`src/rtl/cmd_proc_pkg.sv`:
```
`default_nettype none
// ============================================================================
// Module   : cmd_proc_pkg
// Brief    : Shared types and constants for the command processor.
// Revision : 1.0 - initial release
// ============================================================================
package cmd_proc_pkg;

    typedef enum logic [1:0] {
        IDLE = 2'd0,
        CAL  = 2'd1,
        MOVE = 2'd2,
        RESP = 2'd3
    } state_t;

    localparam logic [3:0] CAL_OP    = 4'b0010;
    localparam logic [3:0] MOVE_OP   = 4'b0100;

    localparam logic [7:0] DFLT_ACK  = 8'hA5;
    localparam logic [7:0] DFLT_NACK = 8'h5A;

endpackage
`default_nettype wire

```
`src/rtl/cmd_proc_rise_det.sv`:
```
`default_nettype none
// ============================================================================
// Module   : rise_det
// Brief    : Rising-edge detector; compares the input against a registered
//            copy and flags the cycle in which it goes 0 -> 1.
// Revision : 1.0 - initial release
// ============================================================================
module rise_det (
    input  logic clk,
    input  logic rst_n,
    input  logic in,
    output logic rise
);

    logic in_q;

    // One-cycle delayed copy of the input
    always_ff @(posedge clk or negedge rst_n) begin
        if (!rst_n) in_q <= 1'b0;
        else        in_q <= in;
    end

    assign rise = in & ~in_q;

endmodule
`default_nettype wire

```
`src/rtl/cmd_proc.sv`:
```
`default_nettype none
// ============================================================================
// Module   : cmd_proc
// Brief    : Command processor: decodes calibrate / move commands, counts
//            centre-line IR crossings during a move and returns an ACK/NACK
//            byte to the UART wrapper.
// Revision : 1.0 - initial release
// ============================================================================
module cmd_proc
    import cmd_proc_pkg::*;
#(
    parameter logic [7:0] ACK_CODE  = DFLT_ACK,
    parameter logic [7:0] NACK_CODE = DFLT_NACK
) (
    input  logic        clk,
    input  logic        rst_n,
    input  logic [15:0] cmd,
    input  logic        cmd_rdy,
    output logic        clr_cmd_rdy,
    input  logic        cal_done,
    input  logic        cntrIR,
    output logic        strt_cal,
    output logic        moving,
    output logic [11:0] dsrd_hdng,
    output logic        trmt,
    output logic [7:0]  resp
);

    state_t      state_q,    state_d;
    // Only the squares field is needed after the latch edge: the opcode is
    // decoded and the heading consumed in the same cycle the command is taken.
    logic [3:0]  sq_q,       sq_d;
    logic [4:0]  cnt_q,      cnt_d;
    logic [11:0] dsrd_q,     dsrd_d;
    logic        moving_q,   moving_d;
    logic        strt_cal_q, strt_cal_d;
    logic        trmt_q,     trmt_d;
    logic [7:0]  resp_q,     resp_d;
    logic        ir_rise;

    rise_det u_ir_rise (
        .clk   (clk),
        .rst_n (rst_n),
        .in    (cntrIR),
        .rise  (ir_rise)
    );

    // State and output registers
    always_ff @(posedge clk or negedge rst_n) begin
        if (!rst_n) begin
            state_q    <= IDLE;
            sq_q       <= 4'h0;
            cnt_q      <= 5'd0;
            dsrd_q     <= 12'h000;
            moving_q   <= 1'b0;
            strt_cal_q <= 1'b0;
            trmt_q     <= 1'b0;
            resp_q     <= 8'h00;
        end else begin
            state_q    <= state_d;
            sq_q       <= sq_d;
            cnt_q      <= cnt_d;
            dsrd_q     <= dsrd_d;
            moving_q   <= moving_d;
            strt_cal_q <= strt_cal_d;
            trmt_q     <= trmt_d;
            resp_q     <= resp_d;
        end
    end

    // Next-state and next-output decode; pulses default low every cycle
    always_comb begin
        state_d     = state_q;
        sq_d        = sq_q;
        cnt_d       = cnt_q;
        dsrd_d      = dsrd_q;
        moving_d    = moving_q;
        strt_cal_d  = 1'b0;
        trmt_d      = 1'b0;
        resp_d      = resp_q;
        clr_cmd_rdy = 1'b0;

        case (state_q)
            IDLE: begin
                if (cmd_rdy) begin
                    clr_cmd_rdy = 1'b1;
                    sq_d        = cmd[3:0];
                    case (cmd[15:12])
                        CAL_OP: begin
                            strt_cal_d = 1'b1;
                            state_d    = CAL;
                        end
                        MOVE_OP: begin
                            // A zero heading means "north" exactly, not 0x00F
                            dsrd_d   = (cmd[11:4] == 8'h00) ? 12'h000 : {cmd[11:4], 4'hF};
                            cnt_d    = 5'd0;
                            moving_d = 1'b1;
                            state_d  = MOVE;
                        end
                        default: begin
                            trmt_d  = 1'b1;
                            resp_d  = NACK_CODE;
                            state_d = RESP;
                        end
                    endcase
                end
            end

            CAL: begin
                if (cal_done) begin
                    trmt_d  = 1'b1;
                    resp_d  = ACK_CODE;
                    state_d = RESP;
                end
            end

            MOVE: begin
                // Two IR crossings per square; completion wins over a
                // coincident edge so the counter never overshoots the target.
                if (cnt_q == {sq_q, 1'b0}) begin
                    moving_d = 1'b0;
                    trmt_d   = 1'b1;
                    resp_d   = ACK_CODE;
                    state_d  = RESP;
                end else if (ir_rise) begin
                    cnt_d = cnt_q + 5'd1;
                end
            end

            RESP: begin
                state_d = IDLE;
            end

            default: begin
                state_d = IDLE;
            end
        endcase
    end

    assign strt_cal  = strt_cal_q;
    assign moving    = moving_q;
    assign dsrd_hdng = dsrd_q;
    assign trmt      = trmt_q;
    assign resp      = resp_q;

endmodule
`default_nettype wire

```
`config.mk`:
```
export PLATFORM = sky130hd
export DESIGN_NAME = cmd_proc
export DESIGN_NICKNAME = d
export VERILOG_FILES = /design/src/rtl/cmd_proc_pkg.sv /design/src/rtl/cmd_proc_rise_det.sv /design/src/rtl/cmd_proc.sv
export SDC_FILE = /design/constraint.sdc
export NUM_CORES = 1
export LEC_CHECK = 0
export CORE_ASPECT_RATIO = 0.5
export CORE_UTILIZATION = 45
export DETAILED_ROUTE_END_ITERATION = 10
export PLACE_DENSITY = 0.78
export SLEW_MARGIN = 10
export SYNTH_ARGS = -nofsm -noshare
export SYNTH_HDL_FRONTEND = slang
export SYNTH_SLANG_ARGS = --single-unit
export TNS_END_PERCENT = 1
```
`constraint.sdc`:
```
create_clock -name clk -period 2.4 [get_ports clk]
set_input_delay 0.36 -clock clk [delete_from_list [all_inputs] [get_ports clk]]
set_output_delay 0.36 -clock clk [all_outputs]
set_load 0.05 [all_outputs]
```
### Word-level counts from Yosys, hierarchy flattened

Index checks and enable logic that the tools add are counted.

| storage, ports and cells | value |
|---|---|
| logic and storage cells | 66 |
| flip-flop bits (word level) | 35 |

| cells by class | value |
|---|---|
| $add $sub $neg | 1 |
| reductions and logical operators | 11 |
| muxes and demuxes | 30 |
| bitwise operators | 2 |
| eq/ne operators | 13 |

Operators with widths:

| operator | count |
|---|---|
| 2-to-1 mux 8 bit | 4 |
| one-hot mux 8 bit (3 select lines) | 1 |
| 2-to-1 mux 5 bit | 4 |
| 2-to-1 mux 1 bit | 12 |
| 2-to-1 mux 12 bit | 1 |
| inequality test 2 bit (second input constant) | 6 |
| one-hot mux 5 bit (2 select lines) | 1 |
| AND reduction 5 bit | 2 |
| logical NOT 8 bit | 1 |
| one-hot mux 2 bit (4 select lines) | 1 |
| 2-to-1 mux 2 bit | 3 |
| AND reduction 3 bit | 2 |
| adder 5 x 1 -> 5 bit (second input constant) | 1 |
| == test 5 bit | 1 |
| == test 2 bit (second input constant) | 2 |
| == test 4 x 2 -> 1 bit (second input constant) | 1 |
| == test 4 x 3 -> 1 bit (second input constant) | 1 |
| one-hot mux 2 bit (2 select lines) | 1 |
| AND reduction 4 bit | 1 |
| one-hot mux 1 bit (3 select lines) | 1 |
| nonzero test 3 bit | 1 |
| == test 2 x 1 -> 1 bit (second input constant) | 1 |
| logical NOT 2 bit | 1 |
| inequality test 2 x 1 -> 1 bit (second input constant) | 1 |
| 6 further kinds | 6 |

### Longest topological paths before layout

Gate-level depths: netlist (run 1).

| depth | value |
|---|---|
| depth after elaboration | 5 |
| mapped depth | 8 |

### Modules after synthesis

From an unflattened synthesis (run 1), not the netlist that was laid out.

| unflattened totals | value |
|---|---|
| cells, all modules | 123 |
| area, all modules | 1425.1 um2 |

Modules (own cells, without submodules):

| module | area each (um2) | cells each | times used | seq. area each (um2) |
|---|---|---|---|---|
| cmd_proc | 1386.3 | 121 | 1 | 625.6 |
| rise_det | 38.8 | 2 | 1 | 25.0 |

### Worst setup path before layout (run 1)

OpenSTA, ideal clock, no wires.

| path | value |
|---|---|
| path type | register -> register |
| from | reg state_q[0] |
| to | reg dsrd_q[10] (netlist: dsrd_hdng[10]) |
| data arrival time | 2154 ps |
| clock period less this slack | 2279 ps |
| slack | 121 ps |
| stages on the path, launching flop included | 7 |
| cell sequence | dfrtp_1 inv_1 ha_1 and2_1 clkbuf_1 nand2_1 mux2_2 |

| on the way | value |
|---|---|
| cells in the longest elaborated chain, start to end | 2 |

RTL lines:

| item | line | source |
|---|---|---|
| start, declared | cmd_proc.sv:29 | `state_t state_q, state_d;` |
| start signal, assigned | cmd_proc.sv:60 | `state_q <= state_d;` |
| logical NOT 2 bit | cmd_proc.sv:83 | `case (state_q)` |
| AND reduction 3 bit (no line) | -- |  |
| end signal, assigned | cmd_proc.sv:63 | `dsrd_q <= dsrd_d;` |
| end, declared | cmd_proc.sv:34 | `logic [11:0] dsrd_q, dsrd_d;` |

Every way passes these cells.
A chain may end at the register's enable or synchronous reset.

### Worst setup path after layout (run 1)

| path | value |
|---|---|
| from | reg state_q[0] |
| to | reg cnt_q[0] |

| on the way | value |
|---|---|
| cells in the longest elaborated chain, start to end | 3 |
| elaborated cells on any way between the ends | 9 |
| classes of those cells | eq/ne: 5; mux: 1; reduce/logical: 3 |

RTL lines:

| item | line | source |
|---|---|---|
| == test 2 bit or logical NOT 2 bit (tied branches) | cmd_proc.sv:83 |  |
| inequality test 2 bit (no line) (tied with other cells) | -- |  |
| AND reduction 5 bit (no line) | -- |  |
| end signal, assigned | cmd_proc.sv:62 | `cnt_q <= cnt_d;` |
| end, declared | cmd_proc.sv:33 | `logic [4:0] cnt_q, cnt_d;` |

Parallel ways exist; a longest one is shown, timed or not.

==> results by group, run 1 <==
Final layout
  • Share of post-route cells with drive strength above 1: 0.156
  • Area grow syn2layout: 35.5%
  • Final Non-Filler Cells: just over 200
  • Final #Nets: around 200
  • N_diodes: 0
  • Final core occ: 0.684

Route
  • First-pass DRT Iterations: 4
  • # DRC: 0
  • Total number of vias: 1059
  • Routed len/inst: ~13 um
  • Vias/cell: roughly 5.2
  • Post-DRT Antenna Nets: 0
  • Routed WL: roughly 2700 um
  • DRT iter0 DRCs: 23

Power
  • Post-layout total power: 2.47 mW
  • IR drop worst, VDD: roughly 0.00079 V
  • Leakage power: between 0.8 and 0.9 nW
  • Cell Pwr Density: about 1300 nW/um^2

STA
  • Clk_skew: a little over 0.006 ns
  • Worst Hold Slack: 0.450 ns
  • Minimum clock period: 1.98 ns
  • RSZ-0062 raised after global routing: false
  • Fmax: 506 MHz
  • Crit share post-route: 0.823
  • Slew Viols, Final: 0
  • Slew HR: 0.658
  • Sum Neg Setup Slack: 0 ns
  • Worst slew pin tran: roughly 0.51 ns
  • Final hold vios: 0
  • # setup viols final: 0

Clocking
  • H-tree levels: 1
  • Post-CTS sizing: 0
  • Root Buffer: clkbuf_8
  • Setup bufs post-CTS: 0
  • Clock Path Buffers: 2
  • Clk_lat worst skew: 0.27 ns
  • Clock Sinks: 26
  • CTS tree: yes
  • Clock transition at path regs: 0.09 ns
  • Hold-fix buffers at CTS: 0
  • TritonCTS buffer count: 3

GRT
  • Number of global-route vias before repair: between 800 and 900
  • Largest net degree at the start of global routing: 27
  • Global-route wire length before repair: about 4200 um
  • Initial antenna violation count: 0
  • Total track usage: 0.182
  • Grt total ovfl: 0

Synthesis
  • Yosys top cell area share: 0.466
  • Synth warnings: 0
  • Yosys top cell by area: dfrtp_1
  • Post-synth EDFFs: 0
  • Synth unique cells: 38
  • Fraction of registers with async set/reset: 1.00
  • Synth Cell Area: 1400 um^2
  • Top cells by area, synth: dfrtp_1 (47%), mux2_2 (11%), ha_1 (5.4%)
  • Top cells by count, synth: dfrtp_1 (26), mux2_2 (14), buf_4 (9), nand2_1 (9), inv_1 (7)
  • Net count after synthesis: approximately 150
  • Cell with the most instances after synthesis: dfrtp_1
  • Yosys reg bits: 26
  • Syn avg cell area: between 10 and 15 um^2
  • Register area share after synthesis: 0.466
  • Post-synth top flop: dfrtp_1
  • Syn Inst Count: about 130

Worst setup path
  • Worst Setup Path Type: flip-flop to flip-flop
  • Slowest stage cell, crit path: dfrtp_1
  • Crit path buffers/inverters: 2
  • Req. time, crit path: ~2.6 ns
  • Crit-path cells: inv_1 -> ha_1 -> nand2_1 -> o22ai_1 -> nand2b_1 -> buf_4 -> or2_2 -> o21ai_0
  • Critical path startpoint category: flip-flop
  • Critical path's top delay family: simple AND/OR/NAND/NOR gates
  • Crit. End Element: flip-flop
  • Max stage delay on crit path: around 0.42 ns
  • Crit Path Max Fanout: 13
  • Arrival time worst endpoint: ~2.2 ns

Place
  • Port bufs: 44
  • RePlAce Congestion: between 0.7 and 0.8
  • Placed cell count: 200
  • Hpwl dp: approximately 2100 um

Die
  • Rows: 13
  • Io pins: 45
  • Die X-Extent: 80.7 um
  • Initial core utilization: 0.505
  • Die area: approximately 3300 um^2
  • Chip Height: 41.4 um
  • Core Box Area: roughly 2800 um^2

Hold path
  • Hold Path Class: input port to async pin

Outcome
  • Status: complete, no violations

Job
  • Max-cap violation count: 0
==> per-layer routing <==
metal  GRT usage  part of all wire  up-vias
met5           0                 0        -
met1       0.225              0.49      495
li1            -                 -      531
met2       0.318              0.45       28
met4      0.0804             0.014        0
met3      0.0457             0.050        5
==> logic make-up (layout without fill, tap and decap cells) <==
family	Yosys count	in the layout	share of synthesized area
AO/OA/AOI/OAI	22	22	0.113
XOR/XNOR	2	2	0.0126
adder cells (fa/ha/maj)	6	6	0.0538
buffers and inverters	19	59	0.0807
flip-flops	26	26	0.466
multiplexers	14	14	0.113
AND/OR/NAND/NOR	38	38	0.161
==> placed cells by master (no fill, tap or decap), types with 2 or more instances in the layout <==
cell	count
o21ai_0	3
dfrtp_1	26
nor3_1	2
a21oi_1	5
nand3b_1	2
nand2b_1	4
nor2_1	4
mux2_2	14
o22ai_1	2
nand2_1	9
nand3_1	5
clkdlybuf4s50_1	43
buf_4	4
a211o_1	2
nor4_1	2
nor2b_1	2
inv_1	7
ha_1	6
or2_2	2
clkbuf_8	4
==> worst paths after layout <==
| check | start | end | slack (ns) | depth (start not counted) |
|---|---|---|---|---|
| hold reg to reg | dsrd_hdng[5] | dsrd_hdng[5] | 0.51 | 1 |
| max in group asynchronous | rst_n | dsrd_hdng[11] | 1.70 | 2 |
| setup reg to reg | state_q[0] | cnt_q[0] | 0.42 | 8 |
| setup / recovery | state_q[0] | cnt_q[0] | 0.42 | 8 |
| min in group clk | dsrd_hdng[5] | dsrd_hdng[5] | 0.51 | 1 |
| hold / removal | rst_n | cnt_q[4] | 0.45 | 2 |
==> power by group <==
| group | internal (mW) | total, mW | switching [mW] |
|---|---|---|---|
| clock | 0.147 | 0.281 | 0.134 |
| combinational | 0.584 | 1.44 | 0.855 |
| sequential | 0.607 | 0.751 | 0.144 |
| total | 1.34 | 2.47 | 1.13 |
==> sequential cells by signal (all words and copies together) (netlist names) <==
register,cells
resp,2
moving,1
dsrd_hdng,9
strt_cal,1
u_ir_rise.in_q,1
sq_q,4
cnt_q,5
trmt,1
state_q,2
==> worst reg2reg max path, delay by kind of cell, from the launching register on <==
kind	cells	cell delay [ns]
flops	1	0.42
buf+inv	2	0.30
fa+ha+maj	1	0.41
compound gates	2	0.27
simple gates	3	0.49
==> metrics by stage <==
stage | setup WS [ns] | instance area [um^2]
floorplan | 0.121 | 1400
global route | 0.245 | 1890
finish | 0.425 | 1890
detailed placement | 0.206 | 1840
global placement | 0.241 | 1840
CTS | 0.434 | 1890
==> final cells by class <==
cell class	count	area, um^2
fillers	208	875
flip-flops and latches	26	651
multi-input cells	82	632
repair buffers	48	480
clock buffers	4	55.1
well taps	37	46.3
inverters	7	26.3
Power figures use the tool's default switching activity.
==> run 2, diff against run 1 <==
CORE_UTILIZATION = 41   (was 45)
PLACE_DENSITY = 0.75   (was 0.78)
clock period = 1.8 ns   (was 2.4 ns; I/O delays follow)
==> run 2 against run 1 <==
Net effect:
- core utilization down 4.2 points
- critical path type is now flip-flop to primary output
- combinational power up 49%
- setup slack worse by 0.38 ns
- clock power up 72%
- highest routed layer unchanged
- register-to-register slack worse by 0.35 ns
- the run now ends with DRC left
- flip-flop and latch count unchanged
==> results by group, run 2 (synthesis gave the netlist of run 1 again) <==
Die
  • Core Box Area: roughly 3100 um^2
  • Die area: around 3700 um^2
  • Rows: 14
  • Chip Height: 43.2 um
  • Initial core utilization: 0.447
  • Die X-Extent: approximately 84 um
  • Io pins: 45

Worst setup path
  • Crit. End Element: primary output
  • Worst r2r dst: cnt_q[3]
  • Worst Reg-to-Reg Cells: 7
  • Reg2reg setup slack: around 0.070 ns
  • Crit Path Max Fanout: 8
  • Arrival time worst endpoint: 1.49 ns
  • Req. time, crit path: between 1.5 and 2 ns
  • Worst R2R Start: state_q[1]
  • Worst Setup Path Type: flip-flop to primary output
  • Critical path startpoint category: flip-flop

Clocking
  • Clock Sinks: 26
  • Root Buffer: clkbuf_8
  • CTS tree: yes
  • H-tree levels: 1
  • Clock Path Buffers: 2
  • Clk_lat worst skew: 0.27 ns
  • Clock transition at path regs: roughly 0.090 ns
  • TritonCTS buffer count: 3

Final layout
  • Final core occ: 0.642
  • Area grow syn2layout: 43.5%
  • Most frequent cells in the layout: clkdlybuf4s50_1 (30), buf_4 (27), dfrtp_1 (26)
  • Commonest non-fill, non-tap cell in the layout: clkdlybuf4s50_1
  • Share of post-route cells with drive strength above 1: 0.343
  • Final #Nets: between 200 and 250
  • Max reg flops: 9
  • N_diodes: 0

Route
  • Post-DRT Antenna Nets: 0
  • First-pass DRT Iterations: 9
  • Vias/cell: slightly above 5
  • DRT iter0 DRCs: 36
  • # DRC: 4
  • Routed WL: between 2000 and 3000 um
  • Routed len/inst: approximately 13 um
  • Total number of vias: about 1100

Power
  • Leakage power: approximately 0.91 nW
  • IR drop worst, VDD: approximately 0.00046 V
  • Cell Pwr Density: ~1800 nW/um^2
  • Post-layout total power: between 3 and 4 mW

GRT
  • Largest net degree at the start of global routing: 27
  • Global-route wire length before repair: approximately 5000 um
  • Grt total ovfl: 0
  • Number of global-route vias before repair: about 1100
  • Initial antenna violation count: 0
  • Total track usage: 0.177

Outcome
  • Status: finished with violations
  • Failing checks: DRC

STA
  • Sum Neg Setup Slack: 0 ns
  • Final hold vios: 0
  • Slew HR: 0.650
  • Clk_skew: roughly 0.0018 ns
  • RSZ-0062 raised after global routing: true
  • Worst slew pin tran: 0.524 ns
  • Minimum clock period: roughly 1.8 ns
  • Crit share post-route: 0.975
  • Fmax: ~570 MHz
  • Slew Viols, Final: 0
  • # setup viols final: 0

Place
  • Hpwl dp: approximately 2200 um
  • Port bufs: 44
  • RePlAce Congestion: 0.754

Hold path
  • Hold Path Class: input port to async pin

Job
  • Max-cap violation count: 0
-- run 2: cell types whose count changed in the layout (fill, tap and decap cells not counted), moves of 2 or more --
cell	delta
inv_2	+2
clkdlybuf4s50_1	-13
nand2_1	-2
inv_1	-2
buf_4	+23
nand2_2	+2
-- run 2: layer usage --
| layer | up-vias | track usage | wire length [um] |
|---|---|---|---|
| li1 | 547 | - | - |
| met1 | 536 | 0.222 | 1320 |
| met2 | 36 | 0.315 | 1370 |
| met3 | 4 | 0.0428 | 165 |
| met4 | 0 | 0.0407 | 23 |
| met5 | - | 0 | 0 |
-- run 2: power by group --
part,internal [mW],switching (mW)
clock,0.298,0.185
sequential,0.808,0.165
combinational,0.901,1.25
total,2.01,1.60
-- run 2: worst max path at each step --
stage	slack, ns	end	depth (start not counted)	start
final	0.04	clr_cmd_rdy	5	state_q[1]
after global routing	-0.02	clr_cmd_rdy	5	state_q[0]
after CTS	-0.01	clr_cmd_rdy	5	state_q[1]
after detailed placement	-0.25	cnt_q[3]	6	cmd[13]
after global placement	-0.19	cnt_q[4]	6	cmd[13]
after floorplan	0.002	dsrd_hdng[10]	6	state_q[0]
-- run 2: critical path, cell delays in order (launching register included) --
cell and delay (ns):
dfrtp_1 0.44, inv_2 0.10, ha_2 0.19, and2_1 0.19
buf_6 0.16, buf_12 0.14
-- run 2: cell type report --
cell class	instances	area, um^2
Sequential cell	26	651
Inverter	7	26.3
Timing Repair Buffer	59	534
Clock inverter	1	30.0
Multi-Input combinational cell	82	669
Tap cell	40	50.0
Clock buffer	3	41.3
Fill cell	251	1120
-- run 2: stage by stage --
step                      hold WS, ns  setup WS, ns  cell area [um^2]  cells
after floorplan               -0.0256       0.00159              1400    127
after global placement          0.487        -0.192              1880    213
after detailed placement        0.493        -0.252              1880    213
after CTS                       0.370      -0.00981              1960    217
after global routing            0.391       -0.0233              2000    218
final                           0.355        0.0443              2000    218
-- run 2: timing repair --
item,CTS,global route
buffers inserted,0,1
hold buffers,0,0
setup endpoints to repair,3,8
resized for setup,2,10
